**src/rtl/tone_synth_pkg.sv**
```systemverilog
// Shared types and limits for the multi-voice DDS tone synthesiser.
// Imported by the datapath and the sine ROM.
package tone_synth_pkg;

    typedef enum logic [1:0] {
        WAVE_SINE   = 2'd0,
        WAVE_SQUARE = 2'd1,
        WAVE_TRI    = 2'd2,
        WAVE_SAW    = 2'd3
    } wave_e;

    typedef enum logic [1:0] {
        ST_IDLE,
        ST_ADDR,
        ST_MAC,
        ST_OUT
    } state_e;

    localparam int MAX_CHANNELS = 8;
    localparam int WAVE_LIM     = 127;

endpackage

```
**src/rtl/tone_synth_dds_quarter_sin_rom.sv**
```systemverilog
// Quarter-wave sine table, round(127*sin), registered output.
// Entries are built at elaboration from a Taylor series.
module quarter_sin_rom
    import tone_synth_pkg::*;
#(
    parameter  int TABLE_BITS = 8,
    localparam int Q_W        = TABLE_BITS - 2
) (
    input  logic           clk,
    input  logic [Q_W-1:0] addr,
    output logic [6:0]     data
);

    function automatic int qsin(int i);
        real x;
        real term;
        real s;
        x    = 6.283185307179586 * real'(i) / real'(1 << TABLE_BITS);
        term = x;
        s    = x;
        for (int k = 1; k < 10; k++) begin
            term = -term * x * x / real'((2 * k) * (2 * k + 1));
            s    = s + term;
        end
        return $rtoi(real'(WAVE_LIM) * s + 0.5);
    endfunction

    logic [6:0] tbl [2**Q_W];

    for (genvar g = 0; g < 2**Q_W; g++) begin : g_tbl
        localparam int V = qsin(g);
        assign tbl[g] = 7'(V);
    end

    always_ff @(posedge clk) begin
        data <= tbl[addr];
    end

endmodule

```
**src/rtl/tone_synth_dds.sv**
```systemverilog
// Multi-voice DDS tone synthesiser: per frame, one ADDR/MAC pair
// per channel, then a saturated mixed sample.
module tone_synth_dds
    import tone_synth_pkg::*;
#(
    parameter  int CHANNELS   = 4,
    parameter  int PHASE_W    = 24,
    parameter  int TABLE_BITS = 8,
    parameter  int OUT_W      = 16,
    localparam int CH_W       = (CHANNELS > 1) ? $clog2(CHANNELS) : 1
) (
    input  logic                    clk,
    input  logic                    reset,
    input  logic                    sample_tick,
    input  logic                    wr_en,
    input  logic [CH_W-1:0]         wr_ch,
    input  logic [PHASE_W-1:0]      wr_inc,
    input  logic [1:0]              wr_mode,
    input  logic [7:0]              wr_amp,
    output logic signed [OUT_W-1:0] sample,
    output logic                    sample_valid,
    output logic                    busy,
    output logic                    overrun
);

    localparam int ACC_W = OUT_W + $clog2(CHANNELS) + 1;
    localparam int Q_W   = TABLE_BITS - 2;
    localparam logic signed [7:0] WL = 8'(WAVE_LIM);

    state_e state, state_nx;
    logic [CH_W-1:0] ch;
    logic            last_ch;

    logic [PHASE_W-1:0] phase  [CHANNELS];
    logic [PHASE_W-1:0] inc_sh [CHANNELS];
    logic [PHASE_W-1:0] inc_ac [CHANNELS];
    logic [1:0]         mode_sh [CHANNELS];
    logic [1:0]         mode_ac [CHANNELS];
    logic [7:0]         amp_sh [CHANNELS];
    logic [7:0]         amp_ac [CHANNELS];

    logic [PHASE_W-1:0]    phase_nx;
    logic [TABLE_BITS-1:0] tbl_addr;
    logic [Q_W-1:0]        rom_addr;
    logic [6:0]            rom_data;
    logic                  sin_peak, sin_neg;

    logic [7:0]              p_top;
    logic [6:0]              tri_m;
    logic [12:0]             tri_prod;
    logic signed [7:0]       mag, saw, wave;
    logic signed [8:0]       amp_s;
    logic signed [15:0]      prod;
    logic signed [ACC_W-1:0] acc, acc_sum;
    logic [ACC_W-OUT_W:0]    upper;
    logic signed [OUT_W-1:0] sat_val;

    assign last_ch      = (ch == CH_W'(CHANNELS - 1));
    assign busy         = (state != ST_IDLE);
    assign sample_valid = (state == ST_OUT);

    always_ff @(posedge clk or posedge reset) begin
        if (reset) state <= ST_IDLE;
        else       state <= state_nx;
    end

    always_comb begin
        state_nx = state;
        unique case (state)
            ST_IDLE: if (sample_tick) state_nx = ST_ADDR;
            ST_ADDR: state_nx = ST_MAC;
            ST_MAC:  state_nx = last_ch ? ST_OUT : ST_ADDR;
            ST_OUT:  state_nx = ST_IDLE;
            default: state_nx = ST_IDLE;
        endcase
    end

    // Odd quadrants read the table mirrored; index 0 there is the
    // unstored +127 peak.
    always_comb begin
        phase_nx = phase[ch] + inc_ac[ch];
        tbl_addr = phase_nx[PHASE_W-1 -: TABLE_BITS];
        rom_addr = tbl_addr[TABLE_BITS-2] ? (~tbl_addr[Q_W-1:0] + 1'b1)
                                          : tbl_addr[Q_W-1:0];
    end

    quarter_sin_rom #(.TABLE_BITS(TABLE_BITS)) u_rom (
        .clk  (clk),
        .addr (rom_addr),
        .data (rom_data)
    );

    always_comb begin
        p_top    = phase[ch][PHASE_W-1 -: 8];
        tri_m    = p_top[6] ? (7'd64 - {1'b0, p_top[5:0]})
                            : {1'b0, p_top[5:0]};
        tri_prod = 13'(tri_m) * 13'd127 + 13'd32;
        saw      = signed'(p_top ^ 8'h80);
        mag      = '0;
        wave     = '0;
        unique case (wave_e'(mode_ac[ch]))
            WAVE_SINE: begin
                mag  = sin_peak ? WL : signed'({1'b0, rom_data});
                wave = sin_neg ? -mag : mag;
            end
            WAVE_SQUARE: wave = p_top[7] ? -WL : WL;
            WAVE_TRI: begin
                mag  = signed'({1'b0, tri_prod[12:6]});
                wave = p_top[7] ? -mag : mag;
            end
            WAVE_SAW: wave = (saw == 8'sh80) ? -WL : saw;
            default:  wave = '0;
        endcase
        amp_s   = signed'({1'b0, amp_ac[ch]});
        prod    = 16'(wave) * 16'(amp_s);
        acc_sum = acc + ACC_W'(prod);
        upper   = acc_sum[ACC_W-1:OUT_W-1];
        if (&upper || !(|upper))
            sat_val = acc_sum[OUT_W-1:0];
        else if (acc_sum[ACC_W-1])
            sat_val = {1'b1, {(OUT_W-1){1'b0}}};
        else
            sat_val = {1'b0, {(OUT_W-1){1'b1}}};
    end

    always_ff @(posedge clk or posedge reset) begin
        if (reset) begin
            ch       <= '0;
            acc      <= '0;
            sample   <= '0;
            sin_peak <= 1'b0;
            sin_neg  <= 1'b0;
            overrun  <= 1'b0;
            for (int i = 0; i < CHANNELS; i++) begin
                phase[i]   <= '0;
                inc_sh[i]  <= '0;
                inc_ac[i]  <= '0;
                mode_sh[i] <= '0;
                mode_ac[i] <= '0;
                amp_sh[i]  <= '0;
                amp_ac[i]  <= '0;
            end
        end else begin
            overrun <= sample_tick && (state != ST_IDLE);
            for (int i = 0; i < CHANNELS; i++) begin
                if (wr_en && wr_ch == CH_W'(i)) begin
                    inc_sh[i]  <= wr_inc;
                    mode_sh[i] <= wr_mode;
                    amp_sh[i]  <= wr_amp;
                end
            end
            unique case (state)
                ST_IDLE: begin
                    if (sample_tick) begin
                        ch  <= '0;
                        acc <= '0;
                        for (int i = 0; i < CHANNELS; i++) begin
                            inc_ac[i]  <= inc_sh[i];
                            mode_ac[i] <= mode_sh[i];
                            amp_ac[i]  <= amp_sh[i];
                        end
                    end
                end
                ST_ADDR: begin
                    phase[ch] <= phase_nx;
                    sin_peak  <= tbl_addr[TABLE_BITS-2] &&
                                 (tbl_addr[Q_W-1:0] == '0);
                    sin_neg   <= tbl_addr[TABLE_BITS-1];
                end
                ST_MAC: begin
                    acc <= acc_sum;
                    if (last_ch) sample <= sat_val;
                    else         ch <= ch + 1'b1;
                end
                default: ;
            endcase
        end
    end

endmodule

```
**config.mk**
```make
export PLATFORM = sky130hd
export DESIGN_NAME = tone_synth_dds
export DESIGN_NICKNAME = d
export VERILOG_FILES = /design/src/rtl/tone_synth_pkg.sv /design/src/rtl/tone_synth_dds_quarter_sin_rom.sv /design/src/rtl/tone_synth_dds.sv
export SDC_FILE = /design/constraint.sdc
export NUM_CORES = 1
export LEC_CHECK = 0
export CAP_MARGIN = 15
export CORE_ASPECT_RATIO = 0.5
export CORE_UTILIZATION = 45
export DETAILED_ROUTE_END_ITERATION = 7
export GPL_TIMING_DRIVEN = 0
export PLACE_DENSITY_LB_ADDON = 0.3
export REMOVE_ABC_BUFFERS = 1
export SYNTH_ARGS = -nofsm -noshare
export SYNTH_HDL_FRONTEND = slang
export SYNTH_SLANG_ARGS = --single-unit
```
**constraint.sdc**
```tcl
create_clock -name clk -period 13.57 [get_ports clk]
set_input_delay 1.357 -clock clk [delete_from_list [all_inputs] [get_ports clk]]
set_output_delay 1.357 -clock clk [all_outputs]
set_load 0.1 [all_outputs]
```
# == Word-level counts from Yosys, hierarchy flattened ==
# Memories as Yosys holds them, arrays and structs flattened. A register that Yosys moved wholly into a read port is not among the register bits.
# Cells that the tools add are included.
# totals
input_bits,40
reg_bits,410
ramBits,0
rom_bits,448
wordCells,119
memories,1
latchBits,0
output_inout_bits,19
# memory_table
memory,words,width,read_ports,rd_clocked_by_memory_dff,wr,line_no,source
(name not given),64,7,1,1,0,tone_synth_dds_quarter_sin_rom.sv:36,data <= tbl[addr];
# classes
muxes,33
div,0
eq_ne,13
bitwise_logic,4
shift,0
n_reduce_logical,21
n_mul,2
magnitude_cmp,2
addsub,8
# ops
cell,n
two-way mux 24 bit,5
binary-select mux 24 bit (select 2 bit),2
bitwise mux 96 bit,1
demux 24 bit (select 2 bit),1
two-way mux 8 bit,6
one-hot mux 19 bit (2 select lines),1
two-way mux 16 bit,2
one-hot mux 8 bit (4 select lines),1
adder 24 bit,1
adder 19 x 16 -> 19 bit,1
two-way mux 19 bit,1
binary-select mux 8 bit (select 2 bit),1
multiplier 8 x 9 -> 16 bit,1
negation 7 -> 8 bit,2
equality test 2 bit (second input constant),7
two-way mux 7 bit,2
adder 13 x 6 -> 13 bit (second input constant),1
multiplier 7 x 7 -> 13 bit (second input constant),1
two-way mux 2 bit,6
equality test 8 bit (second input constant),1
one-hot mux 2 bit (4 select lines),1
logical AND 1 bit,7
NOT 6 -> 7 bit,1
subtractor 7 x 6 -> 7 bit (first input constant),1
other kinds (21),29

# == Longest topological paths before layout ==
# depth
depth_word,17
mapped_depth,58
mapped_depth_nobuf,56

# == Cells and area by module ==
# Synthesis repeated with hierarchy kept, for this count alone.
# unflattened
cells_unflattened,2026
area_unflattened_um2,23450.0
# by_module_without_submodules
mod,cells_per_inst,area_per_inst_um2,instances
tone_synth_dds,1922,22645.5,1
quarter_sin_rom,104,804.5,1

# == Worst setup path before layout ==
# Ideal clock, no wire load.
# synth_path
kind,register -> register
from,register ch[1]
to,register sample[10]
setup_slack_ns,1.285
required_time_ns,13.444
path_stages_with_launch,55
arrival_ns,12.159
path_buffers,4
setup_time_ns,0.126
cell_sequence,dfrtp_1 -> buf_6 -> clkbuf_1 -> mux4_2 -> nor2_1 -> nand2_1 -> o21a_1 -> xor2_1 -> xnor2_1 -> ha_1 -> ha_1 -> inv_1 -> fa_1 -> fa_1 -> inv_1 -> ha_1 -> clkbuf_1 -> a21o_1 -> [19 not listed] -> a31oi_1 -> nor2b_1 -> o21a_1 -> o41ai_1 -> xnor2_1 -> xor2_1 -> ha_1 -> nand2_1 -> o21ai_0 -> inv_1 -> o311ai_0 -> a21o_1 -> a21oi_1 -> xnor3_2 -> xor2_4 -> a21oi_4 -> buf_6 -> a221o_1
# synth_between
elab_chain_len,17
# synth_rtl
item,line_no,source
from (decl),tone_synth_dds.sv:31,logic [CH_W-1:0] ch;
from (signal assigned),tone_synth_dds.sv:173,else ch <= ch + 1'b1;
NOT 2 -> 3 bit (not written as such),"tone_synth_dds.sv:94, tone_synth_dds.sv:101, tone_synth_dds.sv:114",
binary-select mux 24 bit (select 2 bit),tone_synth_dds.sv:94,p_top = phase[ch][PHASE_W-1 -: 8];
two-way mux 24 bit (not written as such) (2 in series),tone_synth_dds.sv:94,
subtractor 7 x 6 -> 7 bit,tone_synth_dds.sv:95,"tri_m = p_top[6] ? (7'd64 - {1'b0, p_top[5:0]})"
two-way mux 7 bit,tone_synth_dds.sv:95,
multiplier 7 x 7 -> 13 bit,tone_synth_dds.sv:97,tri_prod = 13'(tri_m) * 13'd127 + 13'd32;
adder 13 x 6 -> 13 bit,tone_synth_dds.sv:97,
negation 7 -> 8 bit,tone_synth_dds.sv:109,wave = p_top[7] ? -mag : mag;
two-way mux 8 bit,tone_synth_dds.sv:109,
one-hot mux 8 bit (4 select lines),tone_synth_dds.sv:101,unique case (wave_e'(mode_ac[ch]))
multiplier 8 x 9 -> 16 bit,tone_synth_dds.sv:115,prod = 16'(wave) * 16'(amp_s);
adder 19 x 16 -> 19 bit,tone_synth_dds.sv:116,acc_sum = acc + ACC_W'(prod);
OR reduction 4 bit,tone_synth_dds.sv:118,if (&upper || !(|upper))
zero test 1 bit,tone_synth_dds.sv:118,
logical OR 1 bit,tone_synth_dds.sv:118,
two-way mux 16 bit,tone_synth_dds.sv:118,
to (signal assigned),tone_synth_dds.sv:172,if (last_ch) sample <= sat_val;
to (decl),tone_synth_dds.sv:20,"output logic signed [OUT_W-1:0] sample,"
# Several ways; a longest one is shown, not always the timed one. The select of a mux whose other input is x is not followed.
# A chain may end at the register's enable or synchronous reset.

# == Final worst setup path ==
# layout_path
from,register ch[0]
to,register sample[4]
# Same word-level chain as after synthesis.

==> metrics <==
Post-DP HPWL 32.2 mm; CP required 14.00 ns; max-slew violations 0; final setup vio count 0; Post-DP Area 24800 um^2; Avg WL per Cell 17.6 um; Fmax achieved 77.0 MHz; Core Box Area 50700 um^2; initial antenna violation count 0; Most common cell on crit path inv_1; gpl congestion 0.888; # rows 58; Vias/cell 5.47; worst slew pin tran 1.01 ns; layout cell share with drive strength beyond 1 26.1%; Post-Syn Area 23300 um^2; nets 2277; drt first pass iters 5; post-route cell area 26800 um^2; CTS H-tree lvls 2; WHS 0.476 ns; clk slew on worst S/H paths 0.07 ns; final worst-path cycle share 95.7%; Total GRT Usage 19.1%; Die Wd 324 um; Rel. slew slack 32.3%; Placed Cells 2663; CTS Buf Count 40; startpoint types flop; status finished clean; FILL cells 4351; share of synthesized registers carrying an async set or reset 98.3%; Period minus WS final 12.99 ns; predominant post-synthesis flop cell dfrtp_1; Overflow after GRT 0; CP max stage delay 0.63 ns; die area 52700 um^2; Clock Root Buffer clkbuf_16; final antenna-violating net count 0; WP buf/inv 11; min-delay worst type flop to flop; largest delay contributor family on the critical path adder cells; Final Skew 0.0264 ns; Hold-fix buffers, CTS 0; Post-synth EDFFs 0; Seq cells post-synth 417; max_cap viols 0; # IOs 59; vias in the first global route 15400; first-pass GRT wire length 81.5 mm; WP data arrival 13.42 ns; Synth warnings 0; DIE HEIGHT 163 um; initial core utilization 45.9%; CTS tree yes; Post-Route WL 49.1 mm; largest net degree at the start of global routing 126; DRT iter0 DRCs 843; Post-Route Setup TNS 0 ns; synth unique cells 78; CP Capture Type flop; Mean Syn Cell Area 11.7 um^2; Final Hold Viols 0; Critical Setup Path Class flop to flop; Slowest-stage cell, CP mux4_2; Syn Inst Count 1982; sequential-to-total area share from yosys stat 44.7%; CP Max Fanout 15; final std cells w/o fill 2782; Antenna diodes 0; worst skew pair latency 0.57 ns; Synth-to-Final Area Change 15.4%; Port Buffers 58; clk buf depth 3; drc violations 0; # clock sinks 417; via count 15200
-- repair_timing --
item                       4_1_cts  5_1_grt
setup endpoints to repair       16       17
buffers inserted                 7       36
resized for setup                7       34
pin swaps                        2       16
cloned                           2        1
-- flip-flops by register name, indices dropped and copies added (netlist names), 2 cells and up --
signal      count
phase          96
amp_ac         32
sample         16
inc_sh         96
state           2
inc_ac         96
mode_ac         8
acc            19
ch              2
u_rom.data      7
mode_sh         8
amp_sh         32
-- worst paths after layout --
path,start,to,slack [ns],depth (start not counted)
hold / removal,phase[19],phase[19],0.48,2
min in group asynchronous,reset,inc_sh[60],1.38,2
hold reg to reg,phase[19],phase[19],0.48,2
setup / recovery,ch[0],sample[4],0.58,56
max in group asynchronous,reset,acc[3],10.65,4
setup reg to reg,ch[0],sample[4],0.58,56
-- cell type report --
class	instances	area (um^2)	area share [%]
Multi-Input combinational cell	1367	12300	46.0
Sequential cell	417	10400	38.8
Timing Repair Buffer	126	1430	5.33
Clock buffer	55	1140	4.24
Tap cell	690	863	3.22
Inverter	109	423	1.58
Clock inverter	18	239	0.890
-- stage by stage --
step,utilization (%),worst slack [ns]
after floorplan,-,-0.542
after CTS,52.0,0.0244
after global placement,48.0,-4.16
final,53.0,0.579
after global routing,53.0,-0.0879
after detailed placement,49.0,-0.478
-- per-layer routing --
layer / vias to the layer above / part of all wire (%) / global-route usage [%]
met5: - / 0 / 0
met2: 252 / 47 / 30.8
met4: 0 / 1.8 / 4.03
li1: 7234 / - / -
met3: 66 / 3.7 / 2.65
met1: 7666 / 48 / 27.6
-- kinds of logic after synthesis --
family | share of synthesized area, %
DFF | 44.7
and+or+nand+nor | 7.55
AOI/OAI and AO/OA | 10.3
muxes | 19.5
buffers and inverters | 3.36
adders and majority gates | 11.1
xor gates and xnor gates | 3.46
-- cell usage after synthesis (20+ instances only) --
cell,instances,area (um^2)
ha_1,126,1580
fa_1,50,1000
a21o_1,25,188
inv_1,107,402
nor3_1,20,100
a21oi_1,58,290
o21ai_0,129,646
mux2_2,288,3240
xor2_1,28,245
xnor2_1,58,508
nor2_1,103,387
dfrtp_1,410,10300
nand2_1,148,556
clkbuf_1,77,289
mux4_2,50,1130
-- placed cells by master (no fill, tap or decap), types with 6 or more instances in the layout --
| cell | Yosys | routed |
|---|---|---|
| a211oi_1 | 12 | 11 |
| a21o_1 | 25 | 25 |
| a21oi_1 | 58 | 58 |
| a221o_1 | 16 | 16 |
| a22o_1 | 19 | 19 |
| a31oi_1 | 11 | 11 |
| and2_1 | 15 | 15 |
| and3_1 | 9 | 9 |
| buf_12 | 0 | 7 |
| buf_16 | 0 | 8 |
| buf_4 | 0 | 40 |
| buf_6 | 4 | 6 |
| clkbuf_1 | 77 | 8 |
| clkbuf_16 | 0 | 42 |
| clkbuf_8 | 0 | 6 |
| clkdlybuf4s50_1 | 0 | 58 |
| clkinv_2 | 0 | 8 |
| dfrtp_1 | 410 | 408 |
| dfxtp_1 | 7 | 7 |
| fa_1 | 50 | 49 |
| ha_1 | 126 | 121 |
| inv_1 | 107 | 105 |
| mux2_2 | 288 | 288 |
| mux2i_1 | 15 | 15 |
| mux4_2 | 50 | 50 |
| nand2_1 | 148 | 143 |
| nand2b_1 | 14 | 14 |
| nand3_1 | 15 | 14 |
| nor2_1 | 103 | 97 |
| nor2b_1 | 9 | 8 |
| nor3_1 | 20 | 20 |
| o211ai_1 | 11 | 11 |
| o21ai_0 | 129 | 127 |
| o21ai_1 | 13 | 15 |
| o21bai_1 | 9 | 8 |
| o221ai_1 | 8 | 8 |
| or2_2 | 19 | 19 |
| or3_1 | 6 | 6 |
| xnor2_1 | 58 | 54 |
| xor2_1 | 28 | 25 |
-- worst register-to-register path, delay by kind of cell, from the launching register on --
family | cells | cell delay, ns
compound gates | 16 | 3.01
xor+xnor | 6 | 1.25
fa+ha+maj | 12 | 4.69
buf+inv | 11 | 1.09
flops | 1 | 0.51
mux | 1 | 0.63
simple gates | 10 | 1.67
Power is not shown: default switching activity piles up to over one toggle a cycle in this logic, so the estimate is an artifact.
